===== src/rtl/aq_axis_fifo_rd_stream.sv =====
// Read-side stream stage of the async AXIS FIFO: turns the registered FIFO read port into a
// back-pressured AXI-Stream master with length-driven TLAST. Optional packet counter: AQ_AXIS_FIFO_RD_PKT_CNT_EN.
module aq_axis_fifo_rd_stream #(
  parameter int FIFO_WIDTH = 32,
  parameter int LEN_WIDTH  = 16
) (
  input  logic                  ACLK,
  input  logic                  RST_N,
  output logic                  FIFO_RD_ENA,
  input  logic [FIFO_WIDTH-1:0] FIFO_RD_DATA,
  input  logic                  FIFO_RD_EMPTY,
  input  logic [LEN_WIDTH-1:0]  PKT_LEN_M1,
  output logic                  M_AXIS_TVALID,
  input  logic                  M_AXIS_TREADY,
  output logic [FIFO_WIDTH-1:0] M_AXIS_TDATA,
  output logic                  M_AXIS_TLAST,
  output logic                  BUSY
`ifdef AQ_AXIS_FIFO_RD_PKT_CNT_EN
  ,
  output logic [31:0]           PKT_COUNT,
  input  logic                  PKT_COUNT_CLR
`endif
);

  logic                  run_q;
  logic                  inflight_q;
  logic [1:0]            cnt_q, cnt_d;
  logic [FIFO_WIDTH-1:0] head_q, head_d;
  logic [FIFO_WIDTH-1:0] tail_q, tail_d;
  logic [LEN_WIDTH-1:0]  beat_q, beat_d;
  logic [LEN_WIDTH-1:0]  len_q, len_d;
  logic [LEN_WIDTH-1:0]  len_cur;
  logic [1:0]            occ;
  logic                  pop;
  logic                  last;

  assign occ  = cnt_q + {1'b0, inflight_q};
  assign pop  = (cnt_q != 2'd0) & M_AXIS_TREADY;

  // run_q gives a synchronous release: no read is issued until one full edge after RST_N rises.
  assign FIFO_RD_ENA = run_q & ~FIFO_RD_EMPTY & ((occ < 2'd2) | pop);

  assign M_AXIS_TVALID = (cnt_q != 2'd0);
  assign M_AXIS_TDATA  = head_q;

  // Length is sampled live on the first beat and frozen afterwards in len_q.
  assign len_cur      = (beat_q == '0) ? PKT_LEN_M1 : len_q;
  assign last         = (beat_q == len_cur);
  assign M_AXIS_TLAST = M_AXIS_TVALID & last;

  assign BUSY = (cnt_q != 2'd0) | inflight_q | (beat_q != '0);

  always_comb begin
    head_d = head_q;
    tail_d = tail_q;
    cnt_d  = cnt_q;
    case ({inflight_q, pop})
      2'b10: begin
        if (cnt_q == 2'd0) begin
          head_d = FIFO_RD_DATA;
          cnt_d  = 2'd1;
        end else begin
          tail_d = FIFO_RD_DATA;
          cnt_d  = 2'd2;
        end
      end
      2'b01: begin
        if (cnt_q == 2'd2) head_d = tail_q;
        cnt_d = cnt_q - 2'd1;
      end
      2'b11: begin
        // Occupancy never exceeds 2, so a capture with pop only happens at 1 or 2 entries.
        if (cnt_q == 2'd1) begin
          head_d = FIFO_RD_DATA;
        end else begin
          head_d = tail_q;
          tail_d = FIFO_RD_DATA;
        end
      end
      default: ;
    endcase
  end

  always_comb begin
    beat_d = beat_q;
    len_d  = len_q;
    if (pop) begin
      if (beat_q == '0) len_d = PKT_LEN_M1;
      beat_d = last ? '0 : beat_q + LEN_WIDTH'(1);
    end
  end

  always_ff @(posedge ACLK or negedge RST_N) begin
    if (!RST_N) begin
      run_q      <= 1'b0;
      inflight_q <= 1'b0;
      cnt_q      <= 2'd0;
      head_q     <= '0;
      tail_q     <= '0;
      beat_q     <= '0;
      len_q      <= '0;
    end else begin
      run_q      <= 1'b1;
      inflight_q <= FIFO_RD_ENA;
      cnt_q      <= cnt_d;
      head_q     <= head_d;
      tail_q     <= tail_d;
      beat_q     <= beat_d;
      len_q      <= len_d;
    end
  end

`ifdef AQ_AXIS_FIFO_RD_PKT_CNT_EN
  logic [31:0] pkt_cnt_q, pkt_cnt_d;

  always_comb begin
    pkt_cnt_d = pkt_cnt_q;
    if (PKT_COUNT_CLR)           pkt_cnt_d = '0;
    else if (pop && last)        pkt_cnt_d = pkt_cnt_q + 32'd1;
  end

  always_ff @(posedge ACLK or negedge RST_N) begin
    if (!RST_N) pkt_cnt_q <= '0;
    else        pkt_cnt_q <= pkt_cnt_d;
  end

  assign PKT_COUNT = pkt_cnt_q;
`endif

endmodule


===== config.mk =====
export PLATFORM = sky130hd
export DESIGN_NAME = aq_axis_fifo_rd_stream
export DESIGN_NICKNAME = d
export VERILOG_FILES = /design/src/rtl/aq_axis_fifo_rd_stream.sv
export SDC_FILE = /design/constraint.sdc
export NUM_CORES = 1
export LEC_CHECK = 0
export ABC_AREA = 1
export ABC_CLOCK_PERIOD_IN_PS = 2700
export CAP_MARGIN = 20
export CORE_AREA = 2 2 150 152
export DETAILED_ROUTE_END_ITERATION = 8
export DIE_AREA = 0 0 152 154
export SETUP_SLACK_MARGIN = 0.5
export SLEW_MARGIN = 10
export SYNTH_ARGS = -nofsm -noshare
export SYNTH_HDL_FRONTEND = slang
export SYNTH_SLANG_ARGS = --single-unit

===== constraint.sdc =====
create_clock -name ACLK -period 2.7 [get_ports ACLK]
set_clock_uncertainty 0.05 [all_clocks]
set_input_delay 0.81 -clock ACLK [delete_from_list [all_inputs] [get_ports ACLK]]
set_output_delay 0.81 -clock ACLK [all_outputs]
set_load 0.005 [all_outputs]

-- After elaboration in Yosys (flattened, before gate mapping)
Cells that the tools add are included.
- add/subtract/negate cells: 3
- mux-type cells: 11
- bitwise operators: 8
- eq/ne operators: 10
- magnitude comparators: 1
- reductions and logical operators: 9
- operators with widths (kind ; count):
    2-to-1 mux 32 bit ; 5
    case mux 32 bit (3 select lines) ; 1
    case mux 32 bit (2 select lines) ; 1
    2-to-1 mux 16 bit ; 2
    adder 16 x 1 -> 16 bit (second input constant) ; 1
    == test 16 bit ; 1
    logical NOT 16 bit ; 1
    nonzero test 16 bit ; 1
    inequality test 2 bit (second input constant) ; 4
    == test 2 bit (second input constant) ; 3
    AND reduction 3 bit ; 2
    nonzero test 2 bit ; 3
    AND 1 bit ; 4
    == test 2 x 1 -> 1 bit (second input constant) ; 2
    case mux 2 bit (2 select lines) ; 1
    OR 1 bit ; 3
    nonzero test 3 bit ; 1
    adder 2 x 1 -> 2 bit ; 1
    logical NOT 2 bit ; 1
    less-than comparator 2 bit (second input constant) ; 1
    2-to-1 mux 2 bit ; 1
    subtractor 2 x 1 -> 2 bit (second input constant) ; 1
    inverter 1 bit ; 1
- logic and storage cells: 49
- output and inout port bits: 36
- bits of input ports: 52
- register bits after elaboration: 100

-- Longest topological paths before layout
- depth in word-level cells: 5
- gate-level depth with buffers: 18
- gate-level depth less buffers: 16

-- Least setup slack after synthesis
No wires, ideal clock.
- path type: reg-to-output
- start: reg beat_q[0]
- end: out M_AXIS_TLAST
- path slack: 19 ps
- cell stages (with the launch flop): 16
- data required time: 1840 ps
- buffers on the path: 1
- data arrival time: 1821 ps
- path through: dfrtp_1 > inv_1 > ha_1 > inv_1 > nor2_1 > nand2_1 > nor2_4 > buf_6 > nand3_1 > nand3_1 > nand2_1 > nor2_1 > nand2_1 > nor2_2 > nand2_1 > nor2_1
- cells in the longest elaborated chain, start to end: 4
- ends and longest elaborated chain (what ; RTL line ; source):
    from (decl) ; 30 ; logic [LEN_WIDTH-1:0] beat_q, beat_d;
    from (signal assigned) ; 108 ; beat_q <= beat_d;
    logical NOT 16 bit ; 47 ; assign len_cur = (beat_q == '0) ? PKT_LEN_M1 : len_q;
    2-to-1 mux 16 bit ; n/a ;
    == test 16 bit (*) ; 48 ; assign last = (beat_q == len_cur);
    AND 1 bit (*) ; 49 ; assign M_AXIS_TLAST = M_AXIS_TVALID & last;
    to (decl) ; 16 ; output logic M_AXIS_TLAST,
Mark *: on every way between the ends. The rest lies on a longest branch, timed or not.

-- Worst setup path after layout
Ends and elaborated chain as after synthesis.

==> results.yml <==
drt:
  route.antenna.remaining_nets: 0
  post_drt_via_cell_ratio: 4.34
  drt_first_iter_violations: 228
  drt_pass1_iterations: 5
  detailroute.via_count: 4888
  wirelength_mm: 15.7
  drt_drc_violations_left: 0
  detail_route.wl_per_cell_um: 14.0
global_route:
  initial_antenna_violation_count: 0
  grt_start_max_net_pins: 51
  grt_overflow_total: 0
  grt_usage_pct: 12.8
  grt_pass1_wl_mm: 24.5
  first_global_vias: 4919
sta:
  final_critical_path_setup_slack_ns: -0.595
  final.min_clock_period_ns: 3.29
  final_min_period_over_clock_period_pct: 122
  finalSetupTns_ns: -0.595
  timing.fmax_mhz: 303
  setup_violations: 1
  grt_setup_unrepaired: "true"
  timing.final.max_slew_violations: 0
  final-hold-violation-count: 0
pwr:
  static-leakage-power_nw: 4.07
  share_seq_of_total_power_pct: 32.4
  internal-power_mw: 4.81
  combPwrFrac_pct: 50.0
  power-per-cell-area_nw_per_um2: 871
  clock_power_share_pct: 17.6
  power.ir.vdd_worst_mv: 0.461
  switchingPower_mw: 2.60
  switching_share_pct: 35.1
finish:
  diode_count: 0
  fin_util_pct: 39.3
  mostFrequentLayoutCells: "nand2_1, dfrtp_1, inv_1, clkdlybuf4s50_1, buf_4"
  area_delta_synth_final_pct: 58.9
  final_net_count: 901
  nFillCells: 2170
  drive_above_1_share_pct: 33.3
  mostFrequentLayoutCell: "nand2_1"
hold_path:
  hold_path.class: "input port to async pin"
setup_path:
  cp_cell_sequence: "inv_2 > ha_4 > inv_2 > nor2_2 > nand2_2 > nor2_4 > buf_12 > buf_16 > nand3b_1 > nand3b_1 > nand2_1 > nor2_1 > nand2_2 > nor2_4 > nand2_4 > nor2_4 > buf_2"
  critPathMaxFanout: 6
  path_delay_family: "simple AND/OR/NAND/NOR gates"
  critical-path-slowest-cell: "dfrtp_1"
  timing.critical_path.mode_cell: "nor2_4"
  setup.worst_path.end_class: "output port"
  slowest_stage_delay_on_critical_path_ns: 0.39
  cp_data_required_time_ns: 1.84
  startpoint_class: "flip-flop"
  worstPathBufferInverterCount: 5
  critPathKind: "flip-flop to output port"
  critPathArrivalTime_ns: 2.43
die:
  initial_utilization_pct: 24.7
  fp.dieW_um: 152
  core.rowCount: 54
  core_area_um2: 21700
  die_area_um2: 23400
  top_ports: 88
  floorplan.die.height_um: 154
clock_tree:
  cts_tree: "done"
  clk_pin_slew_worst_paths_ns: 0.08
  clock_tree.root_cell: "clkbuf_16"
  largest_buffer_count_on_any_clock_path: 2
  h-tree-depth: 3
  cts-buffers-inserted: 9
  tritoncts_num_sinks: 100
  insertion_delay_ns: 0.35
  cts-hold-fix-buffers: 0
placement:
  place.gp.congestion: 0.776
  placement.io_buffers: 87
  dp_hpwl_mm: 9.70
  place_worst_setup_slack_ns: -0.885
synth:
  netlist_top_cells_area: "dfrtp_1, o21ai_0, nand2_1"
  post-synth-top-area-fraction_pct: 46.7
  netlist_instances: 657
  synth_area_um2: 5360
  syn_avg_cell_area_um2: 8.16
  synth_sequential_area_ratio_pct: 46.7
  ys_warn_count: 0
  yosysUniqueCellTypes: 28
  postSynthRegisterBits: 100
  syn-num-nets: 718
  synth_top_area_cell: "dfrtp_1"
outcome:
  failed_checks: "negative setup slack"
  outcome: "complete, but fails checks"
flow_run:
  drv.max_cap_violation_count: 0
## cell families after synthesis
logic type               after synthesis  synth area share (%)
XOR/XNOR                              11                  1.80
multiplexers                          32                  6.72
buffers and inverters                129                  9.88
AO/OA/AOI/OAI                        123                  11.7
other                                  1                0.0700
adder cells (fa/ha/maj)                9                  2.10
flip-flops                           100                  46.7
AND/OR/NAND/NOR                      252                  21.1
## Yosys cell counts, drive strengths merged
cell    number
conb         1
o211ai       1
nor3         6
xnor2        1
o22ai        1
a21oi        2
xor2        10
o21ai      117
nand2      158
inv        101
o22a         1
buf          6
nand4        4
mux2        32
clkbuf      21
nand3b      14
o21bai       1
nor2        38
clkinv       1
ha           9
nand3       32
dfrtp      100
## final timing paths
path	endpoint	depth (start not counted)	slack, ns	from
hold / removal	len_q[9]$_DFFE_PN0P_	1	0.32	RST_N
hold reg to reg	len_q[4]$_DFFE_PN0P_	2	0.43	len_q[4]$_DFFE_PN0P_
setup reg to reg	beat_q[12]$_DFFE_PN0P_	20	0.18	beat_q[0]$_DFFE_PN0P_
max in group asynchronous	tail_q[23]$_DFFE_PN0P_	2	1.59	RST_N
min in group ACLK	len_q[4]$_DFFE_PN0P_	2	0.43	len_q[4]$_DFFE_PN0P_
setup / recovery	M_AXIS_TLAST	17	-0.59	beat_q[0]$_DFFE_PN0P_
## state kept, by name (all words and copies together), names as in the netlist
name and cells:
inflight_q 1, beat_q 16, cnt_q 2, M_AXIS_TDATA 32
len_q 16, tail_q 32, run_q 1
## routing by layer
layer  vias up  GRT usage (%)  share of wire (%)
met3        12           3.58                4.6
met1      2310           17.0                 46
met4         0           2.89               0.88
li1       2462              -                  -
met2       104           20.9                 49
met5         -              0                  0
## what timing repair did
item / in CTS / in global routing
endpoints found under the setup margin: 84 / 85
buffers inserted: 22 / 12
gates cloned: 1 / 11
hold endpoints to repair: 0 / 0
pin swaps: 12 / 18
gates resized for setup: 46 / 189
## stage by stage
stage	hold WS, ns	power (mW)	cells	cell area, um2
after global placement	0.409	4.87	1063	7110
after CTS	0.322	6.43	1102	7690
after floorplan	0.397	3.72	657	5470
after detailed placement	0.419	4.91	1063	7110
final	0.321	7.41	1125	8520
after global routing	0.335	7.96	1125	8520
## power by group through the flow
stage / registers (mW) / clock network (mW) / logic, mW
2_1_floorplan: 2.33 / 0 / 1.39
3_3_place_gp: 2.34 / 0 / 2.53
3_5_place_dp: 2.35 / 0 / 2.56
4_1_cts: 2.33 / 1.35 / 2.76
5_1_grt: 2.47 / 1.43 / 4.06
6_report: 2.40 / 1.31 / 3.71
## layout make-up
cell class	count	area, um2	area share, %
Clock buffer	9	225	2.64
Clock inverter	7	65.1	0.764
Inverter	102	393	4.61
Multi-Input combinational cell	428	2840	33.4
Sequential cell	100	2500	29.4
Tap cell	280	350	4.11
Timing Repair Buffer	199	2140	25.1
Note: power is estimated with default switching activity, not from simulation.
